==> src/rtl/dmem_responder.sv <==
// dmem_responder: data-memory responder for the MEM-stage request interface.
// Serves reads/writes from an internal 16-bit word array after LATENCY cycles
// and answers with a single-cycle mem_resp.
// Optional feature macro: DMEM_PROTOCOL_CHECK_EN (sticky requester protocol checker).
module dmem_responder #(
  parameter int unsigned LATENCY         = 3,
  parameter int unsigned ADDR_WORDS_LOG2 = 8
) (
  input  logic        clk,
  input  logic        rst,
  input  logic        mem_read,
  input  logic        mem_write,
  input  logic [15:0] mem_address,
  input  logic [15:0] mem_wdata,
  input  logic [1:0]  mem_byte_enable,
  output logic        mem_resp,
  output logic [15:0] mem_rdata,
  output logic        busy,
  output logic        protocol_error
);

  localparam int unsigned WORDS = 1 << ADDR_WORDS_LOG2;
  localparam int unsigned IDX_W = ADDR_WORDS_LOG2;
  localparam int unsigned CNT_W = 4;
  localparam logic [CNT_W-1:0] CNT_LOAD = CNT_W'(LATENCY - 1);

  typedef enum logic [1:0] {
    IDLE = 2'd0,
    WAIT = 2'd1,
    RESP = 2'd2
  } state_t;

  state_t             state_q, state_d;
  logic [CNT_W-1:0]   cnt_q, cnt_d;
  logic [IDX_W-1:0]   idx_q;
  logic [15:0]        wdata_q;
  logic [1:0]         be_q;
  logic               wr_q;

  logic               accept;
  logic [IDX_W-1:0]   txn_idx;
  logic [15:0]        txn_wdata;
  logic [1:0]         txn_be;
  logic               txn_wr;
  logic               resp_d;
  logic               busy_d;
  logic               mem_we;
  logic [15:0]        rdata_d;

  logic [15:0]        mem [WORDS];

  // Address bits outside the word index are deliberately ignored (aliasing).
  logic unused_addr_bits;
  assign unused_addr_bits = ^mem_address;

  // Next state, counter and registered-output values; in IDLE the live inputs
  // form the transaction so LATENCY=1 can respond without a capture cycle.
  always_comb begin
    state_d   = state_q;
    cnt_d     = cnt_q;
    accept    = 1'b0;
    txn_idx   = idx_q;
    txn_wdata = wdata_q;
    txn_be    = be_q;
    txn_wr    = wr_q;
    case (state_q)
      IDLE: begin
        txn_idx   = mem_address[IDX_W:1];
        txn_wdata = mem_wdata;
        txn_be    = mem_byte_enable;
        txn_wr    = mem_write;
        if (mem_read || mem_write) begin
          accept  = 1'b1;
          cnt_d   = CNT_LOAD;
          state_d = (LATENCY == 1) ? RESP : WAIT;
        end
      end
      WAIT: begin
        cnt_d = cnt_q - CNT_W'(1);
        if (cnt_q <= CNT_W'(1)) state_d = RESP;
      end
      RESP:    state_d = IDLE;
      default: state_d = IDLE;
    endcase
    resp_d  = (state_d == RESP);
    busy_d  = (state_d != IDLE);
    mem_we  = resp_d && txn_wr && !rst;
    rdata_d = (resp_d && !txn_wr) ? mem[txn_idx] : 16'h0000;
  end

  // State, counter, captured request and registered outputs.
  always_ff @(posedge clk or posedge rst) begin
    if (rst) begin
      state_q   <= IDLE;
      cnt_q     <= '0;
      idx_q     <= '0;
      wdata_q   <= '0;
      be_q      <= '0;
      wr_q      <= 1'b0;
      mem_resp  <= 1'b0;
      mem_rdata <= '0;
      busy      <= 1'b0;
    end else begin
      state_q <= state_d;
      cnt_q   <= cnt_d;
      if (accept) begin
        idx_q   <= mem_address[IDX_W:1];
        wdata_q <= mem_wdata;
        be_q    <= mem_byte_enable;
        wr_q    <= mem_write;
      end
      mem_resp  <= resp_d;
      mem_rdata <= rdata_d;
      busy      <= busy_d;
    end
  end

  // Byte-lane write commit on the edge entering RESP; array is not reset.
  always_ff @(posedge clk) begin
    if (mem_we) begin
      if (txn_be[1]) mem[txn_idx][15:8] <= txn_wdata[15:8];
      if (txn_be[0]) mem[txn_idx][7:0]  <= txn_wdata[7:0];
    end
  end

`ifdef DMEM_PROTOCOL_CHECK_EN
  logic [15:0] addr_q;
  logic        err_q;
  logic        violation;

  // Full address is kept only for comparison against the held request.
  always_ff @(posedge clk or posedge rst) begin
    if (rst)         addr_q <= '0;
    else if (accept) addr_q <= mem_address;
  end

  // Requester misbehaviour: both strobes in IDLE, or a dropped/altered request mid-transaction.
  always_comb begin
    violation = 1'b0;
    if (state_q == IDLE) begin
      violation = mem_read && mem_write;
    end else begin
      violation = (!mem_read && !mem_write) ||
                  (mem_address != addr_q) ||
                  (mem_wdata != wdata_q) ||
                  (mem_byte_enable != be_q) ||
                  (mem_write != wr_q);
    end
  end

  // Sticky error flag, cleared only by reset.
  always_ff @(posedge clk or posedge rst) begin
    if (rst) err_q <= 1'b0;
    else     err_q <= err_q | violation;
  end

  assign protocol_error = err_q;
`else
  assign protocol_error = 1'b0;
`endif

endmodule

==> config.mk <==
export PLATFORM = sky130hd
export DESIGN_NAME = dmem_responder
export DESIGN_NICKNAME = d
export VERILOG_FILES = /design/src/rtl/dmem_responder.sv
export SDC_FILE = /design/constraint.sdc
export NUM_CORES = 2
export LEC_CHECK = 0
export CAP_MARGIN = 25
export CORE_ASPECT_RATIO = 1.4
export CORE_UTILIZATION = 60
export DETAILED_ROUTE_END_ITERATION = 8
export GPL_TIMING_DRIVEN = 1
export PLACE_DENSITY = 0.77
export SYNTH_ARGS = -nofsm -noshare
export SYNTH_HDL_FRONTEND = slang
export SYNTH_SLANG_ARGS = --single-unit
export TNS_END_PERCENT = 10
==> constraint.sdc <==
create_clock -name clk -period 15.5 [get_ports clk]
set_input_delay 1.55 -clock clk [delete_from_list [all_inputs] [get_ports clk]]
set_output_delay 1.55 -clock clk [all_outputs]
set_load 0.03 [all_outputs]
======== Word level (Yosys, flattened, before mapping) ========
Memory sizes are Yosys's and may differ from the RTL's.
Cells that the tools add are included.
storage, ports and cells
  RAM bits ................................ 4096
  input port bits ......................... 38
  word-level logic and storage cells ...... 43
  output and inout bits ................... 19
  memories kept ........................... 1
  flip-flop bits (word level) ............. 51
memories
  memory  words  width  rd ports  clocked after Yosys merged registers in  write ports  line  source
  mem     256    16     1         0                                        1            50    logic [15:0] mem [WORDS];
cells by class
  multiplexer cells ....................... 18
  add/subtract/negate cells ............... 1
  order comparisons ....................... 1
  reduce and logical (&&, ||, !) cells .... 10
  eq/ne operators ......................... 3
operators by type and width
  cell                 count
  $mux 16              2
  $mux 1               9
  $mux 8               1
  $pmux 4 s2           1
  $mux 2               3
  $le 4x1->1 const B   1
  $mux 4               1
  $pmux 2 s2           1
  $reduce_bool 2->1    2
  $sub 4x1->4 const B  1
  $logic_and 1x1->1    3
  $eq 2x1->1 const B   1
  $eq 2x2->1 const B   1
  $logic_not 1->1      2
  $logic_not 2->1      1
  $ne 2x2->1 const B   1
  $reduce_and 2->1     1
  $logic_or 1x1->1     1

======== Depth between registers and ports, before layout ========
  depth after elaboration ................. 8
  mapped depth ............................ 14
  gate-level depth less buffers ........... 8

======== Least setup slack after synthesis ========
Ideal clock, no wire load.
  path type ............................... register -> register
  start ................................... register state_q[0]
  end ..................................... memory mem[0][10], data pin
  arrival ................................. 4.930 ns
  setup time .............................. 0.823 ns
  cell stages (with the launch flop) ...... 9
  data required time ...................... 14.677 ns
  path slack .............................. 9.748 ns
  path buffers ............................ 5
  period minus slack after synthesis ...... 5.752 ns
  cells stage by stage .................... dfrtp_1 nor2_2 buf_2 buf_2 buf_2 buf_1 buf_1 nand2_1 nand2_1
between the ends
  word-level cells in the longest chain between the ends .. 2
ends and longest elaborated chain
  element                   line  source
  start: declaration        33    state_t state_q, state_d;
  start signal: assignment  104   state_q <= state_d;
  $logic_not 2->1           66    case (state_q)
  $mux 16                   66
  net txn_wdata[10]         42    logic [15:0] txn_wdata;
  end: declaration          50
The timed path passes the listed nets, and every way through them passes these cells.

======== Worst setup path after layout ========
  start ................................... input port mem_address[1]
  end ..................................... register mem_rdata[1]
between the ends
  word-level cells in the longest chain between the ends .. 3
ends and longest elaborated chain
  element                 line  source
  start: declaration      13    input logic [15:0] mem_address,
  $mux 8                  66
  $mem_v2 256x16          n/a
  $mux 16                 88    rdata_d = (resp_d && !txn_wr) ? mem[txn_idx] : 16'h0000;
  net rdata_d[1]          48    logic [15:0] rdata_d;
  end signal: assignment  113   mem_rdata <= rdata_d;
  end: declaration        17    output logic [15:0] mem_rdata,
The timed path passes the listed nets, and every way through them passes these cells.
A chain may end at the register's enable or synchronous reset.

==> results.ini <==
[timing]
hold_viol_final = 0
finalSetupViolCount = 0
tightestPinTransition_ns = 1.43
slew_headroom_pct = 4.68
rsz0062_at_grt = false
fin_setup_tns_ns = 0
fmax_mhz = 141
post-route-min-period_ns = 7.07
maxSlewViolCount = 0
fin_worst_skew_ns = 0.0577
finalCritPeriodShare_pct = 45.6

[placement]
place.gp.congestion = 0.879
io_buffers = 47
hpwl_um = 227000

[synthesis]
synth_area_leaders = edfxtp_1 (81%), o22ai_1 (7.9%), o21ai_0 (3.2%)
synth-seq-cells = 4147
async_reset_ff_share_pct = 1.23
synth_largest_area_cell = edfxtp_1
syn_area_sq_um = 152000
yosysSeqAreaShare_pct = 81.8
synth_fp_nets = 9113
ys_warn_count = 0
synth-edff-count = 4096
synth_cells = 9073
ys_types = 44
avgSynthCellArea_sq_um = 16.7
synth_flop_cell = edfxtp_1
yosysTopAreaCellShare_pct = 81.0

[cells_and_area]
fin_nets = 9022
layout-drive-gt1-share_pct = 8.28
final_common_cell = edfxtp_1
nFillCells = 15490
fin_util_pct = 66.4
layout_common_cells = edfxtp_1 (4096), o22ai_1 (1928), o21ai_0 (956)
syn_to_final_growth_pct = 10.1

[drt]
wl_per_cell_um = 32.7
vias_per_cell = 7.22
via_count = 90924
wl_met1_um = 132000
drt_wl_total_um = 412000
drc = 0
drt_first_pass_iters = 8
routed-wl-met3_um = 49700
top_layer = met5
antenna_left = 0
first_iter_violations = 14609
route.met2.wl_um = 199000

[pwr]
ir_drop_mv = 0.248
p_leak_nw = 49.5
power_density_nw_per_um2 = 208

[setup_path]
crit_top_cell = buf_4
cp.arrival_ns = 7.83
reg2reg_depth = 11
crit_start = mem_address[1]
worstPathMaxFanout = 64
cpMaxStageDelayCell = nor4_1
r2r_end = mem_rdata[1]$_DFF_PP0_
path_class = input port to register
cp-endpoint = mem_rdata[1]$_DFF_PP0_
worst-path-stages = 12
crit_family = buffers and inverters
r2r-start = state_q[0]$_DFF_PP0_
slowest_delay_ns = 1.00
reg2reg_slack_ns = 9.07
worstPathCellList = clkdlybuf4s50_1 > or4b_1 > o21a_4 > buf_4 > buf_4 > buf_4 > o22ai_1 > o21ai_0 > a41oi_1 > nor4_1 > o22ai_1 > a2111oi_1
cp-end-kind = register
path_buf_inv = 4
crit_required_ns = 16.26
critPathLaunchType = input port

[die]
initial_core_util_pct = 60.3
io_pins = 57
die_height_um = 597
core_area_sq_um = 252000
dieArea_sq_um = 255000
std_cell_rows = 218
die_w_um = 427

[job]
drv_cap = 0

[global_route]
grt_pass1_vias = 88067
grt_max_degree = 204
grt.total_usage_pct = 31.6
grt_pass1_wl_um = 587000
overflow = 0
antenna_found_initial = 9

[clock_network]
post_cts_buffers = 0
cts.sinks = 4147
clk_latency_ns = 0.90
cts_hold_buffers = 0
clock_path_buffers = 4
cts_tree = done
clk_pin_slew_ns = 0.07
cts_made_buffers = 357
cts_resized = 0
ctsRootBufferMaster = clkbuf_16
htreeDepth = 5

[hold_path]
hold_path.class = register to register

[run_status]
status = finished clean

-- per-stage QoR --
stage               cells  setup slack [ns]  instance area, sq um  hold WS, ns  total power [W]
floorplan            9073              9.75                152000        0.446           0.0217
global placement    11901              7.96                155000        0.469           0.0251
finish              12588              8.43                167000        0.481           0.0348
CTS                 12553              8.77                167000        0.482           0.0343
detailed placement  11908              7.84                155000        0.467           0.0255
global route        12569              8.52                167000        0.493           0.0355
-- worst min-delay path by stage --
stage                                       start                      end  slack [ns]  cells after the start
final                      wdata_q[6]$_DFFE_PP0P_   wdata_q[6]$_DFFE_PP0P_        0.48                      2
after global routing       wdata_q[3]$_DFFE_PP0P_   wdata_q[3]$_DFFE_PP0P_        0.49                      2
after CTS                 wdata_q[13]$_DFFE_PP0P_  wdata_q[13]$_DFFE_PP0P_        0.48                      2
after detailed placement  wdata_q[12]$_DFFE_PP0P_  wdata_q[12]$_DFFE_PP0P_        0.47                      2
after global placement    wdata_q[14]$_DFFE_PP0P_  wdata_q[14]$_DFFE_PP0P_        0.47                      2
after floorplan               be_q[0]$_DFFE_PP0P_      be_q[0]$_DFFE_PP0P_        0.45                      2
-- cell usage after synthesis (all sizes together), types with 3 or more instances --
cell	count
edfxtp	4096
a21oi	69
inv	8
or4	11
nand2b	8
nand3b	3
a41oi	236
nand3	45
o21a	11
o22ai	1928
nor2	528
buf	431
a2111oi	3
nand4	10
nor3	7
nor4	37
o41ai	30
o221ai	3
o31ai	4
o31a	4
dfrtp	51
nand2	164
o21ai	986
clkbuf	257
a22oi	128
-- sequential cells by signal, indices dropped and copies added, names as in the netlist --
signal / count
mem: 4096
be_q: 2
mem_rdata: 16
idx_q: 8
wr_q: 1
busy: 1
cnt_q: 4
wdata_q: 16
state_q: 2
mem_resp: 1
-- layer usage --
layer  vias up  GRT usage [%]
met1     44906           39.1
met4         8           21.8
li1      37392              -
met5         -              0
met2      7209           50.1
met3      1409           6.89
-- area by class of cell --
class	instances	area (sq um)	area share, %
well taps	3300	4130	2.47
inverters	8	30.0	0.0180
diodes	20	50.0	0.0299
clock buffers	429	9440	5.64
multi-input cells	4230	24700	14.8
repair buffers	238	2400	1.44
clock inverters	216	2170	1.30
flip-flops and latches	4147	124000	74.3
-- kinds of logic (layout without fill, tap and decap cells) --
family | count (synthesis) | after routing | share of synthesized area (%)
XOR/XNOR | 1 | 1 | 0.00577
buffers and inverters | 696 | 891 | 2.20
multiplexers | 1 | 1 | 0.00659
flip-flops | 4147 | 4147 | 81.8
other | 1 | 21 | 0.00247
AO/OA/AOI/OAI | 3408 | 3408 | 13.8
AND/OR/NAND/NOR | 817 | 817 | 2.20
adder cells (fa/ha/maj) | 2 | 2 | 0.0165
-- tightest hold or removal path: stages, from the launching register on --
cell     delay (ns)
dfrtp_1        0.34
nand2_1        0.05
nand2_1        0.06
-- power breakdown --
group,internal [W],switching [W]
Combinational,0.00228,0.00872
Clock,0.00504,0.00394
Sequential,0.0148,0.0000691
Total,0.0221,0.0127
Power figures use the tool's default switching activity.
